## src/rtl/metro_rx_credit_buffer_if.sv

```systemverilog
// Link/NoC signal bundle for the Metro-MPI receive credit buffer.
// Signal suffixes are from the buffer's point of view; the buffer uses the slave modport.
interface metro_rx_credit_buffer_if #(
    parameter int DATA_WIDTH   = 64,
    parameter int CREDIT_WIDTH = 3
);
    logic                    link_valid_i;
    logic [DATA_WIDTH-1:0]   link_data_i;
    logic                    link_yummy_o;
    logic                    noc_valid_o;
    logic [DATA_WIDTH-1:0]   noc_data_o;
    logic                    noc_ready_i;
    logic [CREDIT_WIDTH-1:0] occupancy_o;
    logic                    overflow_o;

    modport slave (
        input  link_valid_i, link_data_i, noc_ready_i,
        output link_yummy_o, noc_valid_o, noc_data_o, occupancy_o, overflow_o
    );

    modport master (
        output link_valid_i, link_data_i, noc_ready_i,
        input  link_yummy_o, noc_valid_o, noc_data_o, occupancy_o, overflow_o
    );
endinterface

```

## src/rtl/metro_rx_credit_buffer.sv

```systemverilog
// Receive endpoint of the Metro-MPI credit link: DEPTH-entry flit FIFO toward the NoC,
// returning one registered yummy pulse for every flit the NoC consumes.
module metro_rx_credit_buffer #(
    parameter int DATA_WIDTH   = 64,
    parameter int CREDIT_WIDTH = 3,
    parameter int DEPTH        = 4
) (
    input  logic                     clk,
    input  logic                     reset,
    metro_rx_credit_buffer_if.slave  bus
);
    localparam int                      PTR_W      = (DEPTH > 1) ? $clog2(DEPTH) : 1;
    localparam logic [PTR_W-1:0]        LAST_PTR   = PTR_W'(DEPTH - 1);
    localparam logic [CREDIT_WIDTH-1:0] FULL_COUNT = CREDIT_WIDTH'(DEPTH);

    logic [DATA_WIDTH-1:0]   mem_q [DEPTH];
    logic [PTR_W-1:0]        wr_ptr_q, wr_ptr_d;
    logic [PTR_W-1:0]        rd_ptr_q, rd_ptr_d;
    logic [CREDIT_WIDTH-1:0] count_q, count_d;
    logic                    yummy_q, yummy_d;
    logic                    overflow_q, overflow_d;
    logic                    deq;
    logic                    enq;

    always_comb begin
        // NOTE: every signal assigned here gets a default first, so no path infers a latch.
        deq        = (count_q != '0) && bus.noc_ready_i;
        // A full FIFO still accepts when the head leaves in the same cycle.
        enq        = bus.link_valid_i && ((count_q != FULL_COUNT) || deq);
        wr_ptr_d   = wr_ptr_q;
        rd_ptr_d   = rd_ptr_q;
        count_d    = count_q;
        yummy_d    = deq;
        overflow_d = overflow_q | (bus.link_valid_i && !enq);

        if (enq) wr_ptr_d = (wr_ptr_q == LAST_PTR) ? '0 : wr_ptr_q + 1'b1;
        if (deq) rd_ptr_d = (rd_ptr_q == LAST_PTR) ? '0 : rd_ptr_q + 1'b1;

        if (enq && !deq)      count_d = count_q + 1'b1;
        else if (deq && !enq) count_d = count_q - 1'b1;
    end

    always_ff @(posedge clk or posedge reset) begin
        if (reset) begin
            // NOTE: storage is reset too, so the fall-through data output is never X after reset.
            mem_q      <= '{default: '0};
            wr_ptr_q   <= '0;
            rd_ptr_q   <= '0;
            count_q    <= '0;
            yummy_q    <= 1'b0;
            overflow_q <= 1'b0;
        end else begin
            // NOTE: non-blocking assignments so every register samples pre-edge values.
            if (enq) mem_q[wr_ptr_q] <= bus.link_data_i;
            wr_ptr_q   <= wr_ptr_d;
            rd_ptr_q   <= rd_ptr_d;
            count_q    <= count_d;
            yummy_q    <= yummy_d;
            overflow_q <= overflow_d;
        end
    end

    assign bus.noc_valid_o  = (count_q != '0);
    assign bus.noc_data_o   = mem_q[rd_ptr_q];
    assign bus.occupancy_o  = count_q;
    assign bus.link_yummy_o = yummy_q;
    assign bus.overflow_o   = overflow_q;
endmodule
```

## src/flat_wrapper.sv

```systemverilog
// flat-port wrapper written by rule: the top's interface ports become plain ports
module metro_rx_credit_buffer_flat 
#(
    parameter int DATA_WIDTH   = 64,
    parameter int CREDIT_WIDTH = 3,
    parameter int DEPTH        = 4
)
  (clk, reset, bus_link_valid_i, bus_link_data_i, bus_noc_ready_i, bus_link_yummy_o, bus_noc_valid_o, bus_noc_data_o, bus_occupancy_o, bus_overflow_o);
  metro_rx_credit_buffer_if #(.DATA_WIDTH(DATA_WIDTH), .CREDIT_WIDTH(CREDIT_WIDTH)) bus_i ();
  input  logic clk;
  input  logic reset;
  input wire logic [$bits(bus_i.link_valid_i)-1:0] bus_link_valid_i;
  input wire logic [$bits(bus_i.link_data_i)-1:0] bus_link_data_i;
  input wire logic [$bits(bus_i.noc_ready_i)-1:0] bus_noc_ready_i;
  output wire logic [$bits(bus_i.link_yummy_o)-1:0] bus_link_yummy_o;
  output wire logic [$bits(bus_i.noc_valid_o)-1:0] bus_noc_valid_o;
  output wire logic [$bits(bus_i.noc_data_o)-1:0] bus_noc_data_o;
  output wire logic [$bits(bus_i.occupancy_o)-1:0] bus_occupancy_o;
  output wire logic [$bits(bus_i.overflow_o)-1:0] bus_overflow_o;
  assign bus_i.link_valid_i = bus_link_valid_i;
  assign bus_i.link_data_i = bus_link_data_i;
  assign bus_i.noc_ready_i = bus_noc_ready_i;
  assign bus_link_yummy_o = bus_i.link_yummy_o;
  assign bus_noc_valid_o = bus_i.noc_valid_o;
  assign bus_noc_data_o = bus_i.noc_data_o;
  assign bus_occupancy_o = bus_i.occupancy_o;
  assign bus_overflow_o = bus_i.overflow_o;
  metro_rx_credit_buffer #(.DATA_WIDTH(DATA_WIDTH), .CREDIT_WIDTH(CREDIT_WIDTH), .DEPTH(DEPTH)) u_core (.clk(clk), .reset(reset), .bus(bus_i));
endmodule
```

## config.mk

```make
export PLATFORM = sky130hd
export DESIGN_NAME = metro_rx_credit_buffer_flat
export DESIGN_NICKNAME = d
export VERILOG_FILES = /design/src/rtl/metro_rx_credit_buffer_if.sv /design/src/rtl/metro_rx_credit_buffer.sv /design/src/flat_wrapper.sv
export SDC_FILE = /design/constraint.sdc
export NUM_CORES = 1
export LEC_CHECK = 0
export BUFFER_PORTS_ARGS = -buffer_cell sky130_fd_sc_hd__buf_2
export CORE_MARGIN = 5
export CORE_UTILIZATION = 59
export DETAILED_ROUTE_END_ITERATION = 16
export GPL_TIMING_DRIVEN = 0
export MAX_ROUTING_LAYER = met4
export PLACE_DENSITY = 0.89
export SYNTH_ARGS = -nofsm -noshare
export SYNTH_HDL_FRONTEND = slang
export SYNTH_SLANG_ARGS = --single-unit
```

## constraint.sdc

```tcl
create_clock -name clk -period 12.01 [get_ports clk]
set_input_delay 2.402 -clock clk [delete_from_list [all_inputs] [get_ports clk]]
set_output_delay 2.402 -clock clk [all_outputs]
set_load 0.03 [all_outputs]
```

==> impl_metrics.py, run 1 <==
metrics = {
    "timing": {
        "max_freq_mhz": 197,
        "drv_slew": 0,
        "tightest_slew_ns": 0.725,
        "slew_headroom": 0.516,
        "fin_crit_sh": 0.423,
        "min_period_ns": 5.08,
        "rsz0062_at_grt": "no",
        "setup_violations": 0,
        "finalHoldViolations": 0,
        "finalClockSkew_ns": 0.00692,
    },
    "logic_synthesis": {
        "async_reset_ff_frac": 1.00,
        "synth_edf_count": 0,
        "syn_nets": 736,
        "synthTopCellsByCount": "265 x dfrtp_1, 240 x mux2_4, 64 x mux4_2",
        "synth_ff_type": "dfrtp_1",
        "synth_cell_type_count": 19,
        "yosysSeqAreaShare": 0.519,
        "synthCells": 661,
        "yosysTopAreaCell": "dfrtp_1",
        "synth-warning-count": 0,
        "synthTopCellsByArea": "dfrtp_1 52%, mux2_4 28%, mux4_2 11%",
        "synth_top_area_frac": 0.519,
        "synth_area_um2": 12800,
        "yosysMostFrequentCell": "dfrtp_1",
        "avgSynthCellArea_um2": 19.3,
        "ys_ff_latch": 265,
    },
    "worst_hold_path": {
        "hp-class": "flip-flop to flip-flop",
        "whs_path_depth": 1,
    },
    "worst_setup_path": {
        "worstPathMaxFanout": 10,
        "arrival_ns": 2.68,
        "worst_path_max_delay_cell": "clkbuf_1",
        "max_stage_delay_ns": 0.58,
        "path_class": "flip-flop to primary output",
        "reg2reg_depth": 7,
        "cp.required_ns": 9.61,
        "cp-start-kind": "flip-flop",
        "cp-end-kind": "primary output",
        "cpMostUsedCell": "clkbuf_1",
        "crit_chain": "clkbuf_1, clkbuf_1, mux4_2, buf_2",
    },
    "final_layout": {
        "nFillCells": 1298,
        "nNetsFinal": 906,
        "ff_latch_area_um2": 6630,
        "final_util": 0.701,
        "drive_gt1_frac": 0.650,
        "area_growth_pct": 16.1,
        "multi_input_area_um2": 5500,
    },
    "global_routing": {
        "gr-usage-all-layers": 0.215,
        "antenna_found_initial": 3,
        "first_global_vias": 7203,
        "overflow": 0,
        "grt_pass1_wl_mm": 40.8,
        "grt_max_degree": 128,
    },
    "floorplanning": {
        "fp.dieH_um": 157,
        "fp.coreArea_um2": 21200,
        "io_pins": 138,
        "die_x_um": 157,
        "initial_core_util": 0.604,
        "die_area_um2": 24700,
        "rows": 53,
    },
    "flow_run": {
        "cap_violations": 0,
    },
    "cts": {
        "post_cts_resized": 0,
        "postCtsSetupBuffers": 0,
        "cts-root-buf": "clkbuf_16",
        "cts_buffer_depth": 3,
        "cts_tree": "built",
        "hold_buffers": 0,
        "clk_latency_ns": 0.53,
        "htree_num_levels": 1,
        "cts_buffers": 29,
        "path_clk_slew_ns": 0.06,
        "clkSinkCount": 265,
    },
    "route": {
        "vias": 6443,
        "routed_via_density": 5.71,
        "dr.pass1.iters": 4,
        "wire_per_inst_um": 22.4,
        "ant_nets": 0,
        "wirelength_mm": 25.3,
        "drcViolationCount": 0,
        "drt_iter0_markers": 260,
    },
    "pwr": {
        "power.leakage_nw": 6.78,
        "peakVddDrop_mv": 0.230,
        "power_density_nw_per_um2": 336,
        "p_total_mw": 4.99,
    },
    "run_status": {
        "run_status": "finished clean",
    },
    "placement": {
        "portBuffers": 137,
        "dpl.hpwl_mm": 16.4,
        "place_congestion": 0.791,
    },
}
path summary, 6_finish.rpt:
check,slack [ns],from,end
worst max-delay path,6.93,u_core.rd_ptr_q[0],bus_noc_data_o[59]
worst min-delay path,0.49,u_core.bus.overflow_o,u_core.bus.overflow_o
worst max register to register,9.66,u_core.bus.occupancy_o[0],u_core.bus.occupancy_o[1]
worst min register to register,0.49,u_core.bus.overflow_o,u_core.bus.overflow_o
max in group asynchronous,9.27,reset,u_core.mem_q[128]
min in group asynchronous,1.84,reset,u_core.mem_q[224]
routing by layer:
layer,vias to the layer above,global-route usage,part of all wire
met3,42,0.0360,0.049
met1,3434,0.306,0.45
met5,-,-,0
li1,2810,-,-
met2,157,0.332,0.48
met4,0,0.0524,0.026
per-stage QoR:
stage               worst slack [ns]  setup TNS (ns)  instances  hold slack [ns]  area, um^2
floorplan                       2.31               0        661            0.475       12800
global placement              -0.372          -93.80       1073            0.459       13800
detailed placement              7.45               0       1075            0.465       13900
CTS                             6.87               0       1126            0.489       14800
global route                    6.81               0       1129            0.516       14800
finish                          6.93               0       1129            0.494       14800
cell usage in the layout (no fill, tap or decap), types with 2 or more instances in the layout:
cell / netlist / routed
dfrtp_1: 265 / 265
diode_2: 0 / 3
clkbuf_16: 0 / 29
mux4_2: 64 / 64
buf_1: 4 / 4
buf_16: 0 / 2
buf_12: 28 / 28
clkbuf_1: 3 / 7
nor2_1: 3 / 3
xor2_1: 2 / 2
bufinv_16: 0 / 3
and3_4: 4 / 4
nand2_1: 2 / 2
ha_1: 6 / 6
mux2_2: 21 / 21
clkbuf_8: 0 / 5
buf_2: 7 / 144
mux2_4: 240 / 240
clkinv_2: 0 / 9
inv_1: 7 / 6
flip-flops by register name (all words and copies together), names as in the netlist:
name and flops:
u_core.wr_ptr_q 2, u_core.mem_q 256, u_core.bus.overflow_o 1, u_core.rd_ptr_q 2
u_core.bus.link_yummy_o 1, u_core.bus.occupancy_o 3
critical path, delay by kind of cell, from the launching register on:
| kind | cells | cell delay [ns] |
|---|---|---|
| flops | 1 | 0.38 |
| mux | 1 | 0.43 |
| buf+inv | 3 | 1.35 |
power breakdown:
group | leakage [nW] | switching [mW] | internal (mW) | total (mW)
Sequential | 3.14 | 0.271 | 1.36 | 1.63
Clock | 0.480 | 0.348 | 0.535 | 0.884
Combinational | 3.17 | 1.14 | 1.34 | 2.48
Total | 6.78 | 1.76 | 3.23 | 4.99
cell families (layout without fill, tap and decap cells):
family | count (synthesis) | in the layout | share of synthesized area
AO/OA/AOI/OAI | 1 | 1 | 0.000588
flip-flops | 265 | 265 | 0.519
multiplexers | 325 | 325 | 0.413
adder cells (fa/ha/maj) | 7 | 7 | 0.00744
XOR/XNOR | 3 | 3 | 0.00206
other | 0 | 3 | 0
AND/OR/NAND/NOR | 11 | 11 | 0.00666
buffers and inverters | 49 | 239 | 0.0507
cell type report:
class,instances,share of cell area
Clock buffer,38,0.0546
Inverter,7,0.00228
Clock inverter,13,0.00970
Multi-Input combinational cell,347,0.371
Antenna cell,3,0.000506
Buffer,42,0.0419
Timing Repair Buffer,139,0.0500
Tap cell,275,0.0232
Sequential cell,265,0.447
No activity file was read; power rests on OpenSTA's default activity.
==> inputs of run 2 (changes only) <==
--- a/config.mk
+++ b/config.mk
@@ -7,11 +7,11 @@
 export LEC_CHECK = 0
 export BUFFER_PORTS_ARGS = -buffer_cell sky130_fd_sc_hd__buf_2
 export CORE_MARGIN = 5
-export CORE_UTILIZATION = 59
+export CORE_UTILIZATION = 53
 export DETAILED_ROUTE_END_ITERATION = 16
 export GPL_TIMING_DRIVEN = 0
 export MAX_ROUTING_LAYER = met4
-export PLACE_DENSITY = 0.89
+export PLACE_DENSITY = 0.85
 export SYNTH_ARGS = -nofsm -noshare
 export SYNTH_HDL_FRONTEND = slang
 export SYNTH_SLANG_ARGS = --single-unit
==> constraint.sdc (replaced) <==
create_clock -name clk -period 4.6 [get_ports clk]
set_input_delay 0.92 -clock clk [delete_from_list [all_inputs] [get_ports clk]]
set_output_delay 0.92 -clock clk [all_outputs]
set_load 0.03 [all_outputs]
==> run 2 against run 1 <==
Against the previous run:
- critical path depth unchanged
- combinational power increased to 2.6 times the previous value
- clock skew up 0.0014 ns
- clock-buffer cell count rose by 5
- die area increased by 11%
- sequential share of layout area fell by 0.45 points
- sequential cell count stayed put
- total power grew to 2.6 times the previous value
- clock power rose to 2.6 times the previous value
- via count fell by 1.2%
- design area up 1.0%
- hold slack got worse by 0.052 ns
- critical endpoint is now bus_noc_data_o[13]
==> impl_metrics.py, run 2 (synthesis gave the netlist of run 1 again) <==
metrics = {
    "run_status": {
        "run_status": "finished clean",
    },
    "route": {
        "routed_via_density": 5.41,
        "wire_per_inst_um": 21.5,
        "dr.pass1.iters": 4,
        "drcViolationCount": 0,
        "vias": 6367,
        "ant_nets": 0,
        "wirelength_mm": 25.3,
        "drt_iter0_markers": 307,
    },
    "final_layout": {
        "largest_reg_flops": 256,
        "final_area_um2": 15000,
        "final_cell_mix": "265 x dfrtp_1, 240 x mux2_4, 144 x buf_2",
        "final_common_cell": "dfrtp_1",
        "nNetsFinal": 912,
        "regMostFlops": "u_core.mem_q",
        "drive_gt1_frac": 0.649,
        "nFillCells": 1665,
        "area_growth_pct": 17.3,
    },
    "worst_setup_path": {
        "cp.required_ns": 3.68,
        "arrival_ns": 2.71,
        "reg2reg_from": "u_core.bus.occupancy_o[0]",
        "timing.critical_path.from": "u_core.rd_ptr_q[1]",
        "cp-start-kind": "flip-flop",
        "cp-end-kind": "primary output",
        "worstPathMaxFanout": 10,
        "path_class": "flip-flop to primary output",
    },
    "cts": {
        "cts_buffers": 29,
        "cts_buffer_depth": 3,
        "htree_num_levels": 1,
        "path_clk_slew_ns": 0.06,
        "post_cts_resized": 0,
        "clkSinkCount": 265,
        "postCtsSetupBuffers": 0,
        "cts-root-buf": "clkbuf_16",
        "hold_buffers": 0,
        "clk_latency_ns": 0.53,
        "cts_tree": "built",
    },
    "timing": {
        "drv_slew": 0,
        "finalClockSkew_ns": 0.00828,
        "finalHoldViolations": 0,
        "fin_crit_sh": 0.790,
        "setup_ws_ns": 0.967,
        "setup_violations": 0,
        "tightest_slew_ns": 0.795,
        "rsz0062_at_grt": "no",
        "holdWs_ns": 0.442,
        "slew_headroom": 0.470,
        "max_freq_mhz": 275,
        "min_period_ns": 3.63,
    },
    "global_routing": {
        "grt_pass1_wl_mm": 41.0,
        "gr-usage-all-layers": 0.195,
        "grt_max_degree": 45,
        "overflow": 0,
        "first_global_vias": 7238,
        "antenna_found_initial": 1,
    },
    "placement": {
        "place_congestion": 0.766,
        "place_ws_ns": 1.46,
        "dpl.hpwl_mm": 16.8,
        "dpl_cell_area_um2": 14000,
        "portBuffers": 137,
    },
    "floorplanning": {
        "rows": 56,
        "die_area_um2": 27300,
        "io_pins": 138,
        "die_x_um": 165,
        "initial_core_util": 0.541,
        "fp.coreArea_um2": 23600,
        "fp.dieH_um": 165,
    },
    "pwr": {
        "power_density_nw_per_um2": 866,
        "power.leakage_nw": 6.82,
        "peakVddDrop_mv": 0.458,
        "p_total_mw": 13.0,
    },
    "flow_run": {
        "cap_violations": 0,
    },
    "worst_hold_path": {
        "hp-class": "input port to asynchronous set/reset pin",
    },
}
## run 2: cell types whose count changed in the layout (fill, tap and decap cells not counted), sizes merged
cell / change
bufinv: -1
clkinv: -3
inv: -2
diode: -2
clkbuf: +5
buf: +6
clkinvlp: +1
## run 2: worst paths after layout
path	to	slack (ns)	cells past startpoint
max	bus_noc_data_o[13]	0.97	4
min	u_core.mem_q[136]	0.44	2
max reg2reg	u_core.bus.occupancy_o[2]	2.26	8
min reg2reg	u_core.bus.overflow_o	0.47	1
max in group asynchronous	u_core.mem_q[173]	2.97	6
min in group clk	u_core.bus.overflow_o	0.47	1
## run 2: layout make-up
| type | instances | area (um^2) | share of cell area |
|---|---|---|---|
| inverter | 7 | 30.0 | 0.00200 |
| clock buffer | 43 | 848 | 0.0566 |
| multi-input combinational | 347 | 5500 | 0.367 |
| sequential | 265 | 6630 | 0.443 |
| antenna | 1 | 2.50 | 0.000167 |
| tap | 319 | 399 | 0.0266 |
| clock inverter | 8 | 90.1 | 0.00601 |
| timing repair buffer | 145 | 861 | 0.0575 |
| buffer | 42 | 622 | 0.0415 |
## run 2: stage by stage
stage	TNS (ns)	std cells	util
floorplan	0	661	-
global placement	-336.11	1117	0.587
detailed placement	0	1125	0.595
CTS	0	1176	0.634
global route	0	1177	0.634
finish	0	1177	0.634
## run 2: power by group
part	switching, mW	internal (mW)	total (mW)
clock network	0.896	1.37	2.27
registers	0.697	3.54	4.24
logic	2.96	3.50	6.47
total	4.56	8.42	13.0
## run 2: worst max-delay path: stages (launching register included)
cell and delay (ns):
dfrtp_1 0.37, clkbuf_1 0.54, buf_1 0.65, mux4_2 0.43, buf_2 0.20
## run 2: routing by layer
layer  GRT usage  share of wire  vias to the layer above
li1            -              -                     2804
met1       0.264           0.45                     3390
met3      0.0323          0.048                       36
met2       0.315           0.49                      137
met5           -              0                        -
met4      0.0420          0.017                        0
==> inputs of run 3 (changes only) <==
==> constraint.sdc (replaced) <==
create_clock -name clk -period 2.92 [get_ports clk]
set_input_delay 0.584 -clock clk [delete_from_list [all_inputs] [get_ports clk]]
set_output_delay 0.584 -clock clk [all_outputs]
set_load 0.03 [all_outputs]
==> run 3 against run 2 <==
Against the previous run:
- register-to-register slack got worse by 1.7 ns
- worst setup slack worse by 0.84 ns
- critical path depth is the same
- sequential share of layout area shrank 0.081 points
- total power rose by 58%
- die area did not move
- wire length about the same
- highest routed layer unchanged
- core utilization rose by 0.12 points
- clock skew about the same
- non-clock buffer count is the same
- largest cell class unchanged
- sequential power rose by 58%
==> impl_metrics.py, run 3 (synthesis gave the netlist of run 1 again) <==
metrics = {
    "run_status": {
        "run_status": "finished clean",
    },
    "worst_setup_path": {
        "cp-start-kind": "flip-flop",
        "path_class": "flip-flop to primary output",
        "arrival_ns": 2.21,
        "cpMostUsedCell": "buf_4",
        "cp.required_ns": 2.34,
        "crit_chain": "buf_4, buf_4, mux4_2, buf_2",
        "worstPathMaxFanout": 10,
        "max_stage_delay_ns": 0.55,
        "cp_top_family": "buffers and inverters",
        "crit_buf_inv": 3,
        "cp-end-kind": "primary output",
        "worst_path_max_delay_cell": "mux4_2",
    },
    "timing": {
        "holdWs_ns": 0.106,
        "tightest_slew_ns": 0.557,
        "setup_tns_ns": 0,
        "finalClockSkew_ns": 0.00815,
        "finalHoldViolations": 0,
        "fin_crit_sh": 0.957,
        "min_period_ns": 2.80,
        "slew_headroom": 0.628,
        "rsz0062_at_grt": "yes",
        "setup_ws_ns": 0.125,
        "drv_slew": 0,
        "setup_violations": 0,
        "max_freq_mhz": 358,
    },
    "placement": {
        "dp.cells": 1125,
        "dpl.hpwl_mm": 16.8,
        "place_ws_ns": 0.119,
        "portBuffers": 137,
        "place_congestion": 0.766,
    },
    "route": {
        "routed_via_density": 5.42,
        "ant_nets": 0,
        "wire_per_inst_um": 21.5,
        "drt_iter0_markers": 317,
        "dr.pass1.iters": 4,
        "wirelength_mm": 25.3,
        "drcViolationCount": 0,
        "vias": 6374,
    },
    "cts": {
        "postCtsSetupBuffers": 0,
        "path_clk_slew_ns": 0.06,
        "cts_tree": "built",
        "cts_buffers": 29,
        "htree_num_levels": 1,
        "cts-root-buf": "clkbuf_16",
        "cts_buffer_depth": 3,
        "clkSinkCount": 265,
        "clk_latency_ns": 0.53,
    },
    "final_layout": {
        "largest_reg_flops": 256,
        "final_util": 0.636,
        "drive_gt1_frac": 0.657,
        "nNetsFinal": 912,
        "final_common_cell": "dfrtp_1",
        "area_growth_pct": 17.5,
        "fin_cells": 1177,
        "final_cell_mix": "265 x dfrtp_1, 240 x mux2_4, 142 x buf_2",
        "nFillCells": 1665,
        "regMostFlops": "u_core.mem_q",
    },
    "floorplanning": {
        "fp.coreArea_um2": 23600,
        "fp.dieH_um": 165,
        "io_pins": 138,
        "initial_core_util": 0.541,
        "rows": 56,
        "die_x_um": 165,
        "die_area_um2": 27300,
    },
    "pwr": {
        "power.leakage_nw": 6.85,
        "power_density_nw_per_um2": 1360,
        "peakVddDrop_mv": 0.722,
    },
    "global_routing": {
        "first_global_vias": 7245,
        "grt_max_degree": 45,
        "grt_pass1_wl_mm": 41.0,
        "gr-usage-all-layers": 0.195,
        "overflow": 0,
        "antenna_found_initial": 1,
    },
    "worst_hold_path": {
        "hp-class": "input port to asynchronous set/reset pin",
    },
    "flow_run": {
        "cap_violations": 0,
    },
}
==> run 3: cell types whose count changed in the layout (fill, tap and decap cells not counted), moves of 2 or more <==
cell      change
buf_1         -4
clkbuf_2      +3
clkbuf_1      -3
buf_2         -2
buf_4         +4
==> run 3: final timing paths <==
kind | startpoint | endpoint | slack (ns) | cells past startpoint
max in group asynchronous | reset | u_core.mem_q[173] | 1.63 | 6
worst min-delay path | reset | u_core.mem_q[136] | 0.11 | 2
worst max register to register | u_core.bus.occupancy_o[0] | u_core.bus.occupancy_o[2] | 0.58 | 8
worst max-delay path | u_core.rd_ptr_q[1] | bus_noc_data_o[26] | 0.12 | 4
min in group clk | bus_link_data_i[34] | u_core.mem_q[162] | 0.33 | 2
worst min register to register | u_core.bus.overflow_o | u_core.bus.overflow_o | 0.47 | 1
==> run 3: per-layer routing <==
metal  share of wire  wire length, um  track usage
met1            0.44            11200        0.265
met2            0.49            12400        0.316
met3           0.049             1230       0.0320
met4           0.017              419       0.0416
met5               0                0            -
==> run 3: timing repair <==
action,4_1_cts,5_1_grt
resized for setup,12,2
hold buffers,0,0
setup endpoints to repair,50,3
==> run 3: final cells by class <==
type	count	area [um^2]	share of cell area
repair buffers	145	861	0.0574
well taps	319	399	0.0266
multi-input cells	347	5500	0.366
diodes	1	2.50	0.000167
flip-flops and latches	265	6630	0.442
plain buffers	42	649	0.0433
clock inverters	8	90.1	0.00600
inverters	7	30.0	0.00200
clock buffers	43	848	0.0565
==> run 3: where the power goes <==
| group | total, mW | internal [mW] | leakage [nW] | switching (mW) |
|---|---|---|---|---|
| sequential | 6.68 | 5.58 | 3.14 | 1.10 |
| combinational | 10.2 | 5.56 | 3.24 | 4.67 |
| clock | 3.57 | 2.16 | 0.468 | 1.41 |
==> run 3: worst reg2reg max path: stages, from the launching register on <==
cell	delay [ns]
dfrtp_1	0.44
or3_2	0.51
nand2_1	0.20
ha_1	0.23
inv_1	0.06
fa_1	0.38
xor2_1	0.17
nor2_1	0.12
xor2_1	0.15
==> run 3: metrics by stage <==
stage	instance area, um^2	power [mW]
after global routing	15000	21.5
after detailed placement	14000	17.0
after global placement	13900	16.6
final	15000	20.5
after floorplan	12800	14.6
after CTS	15000	20.7
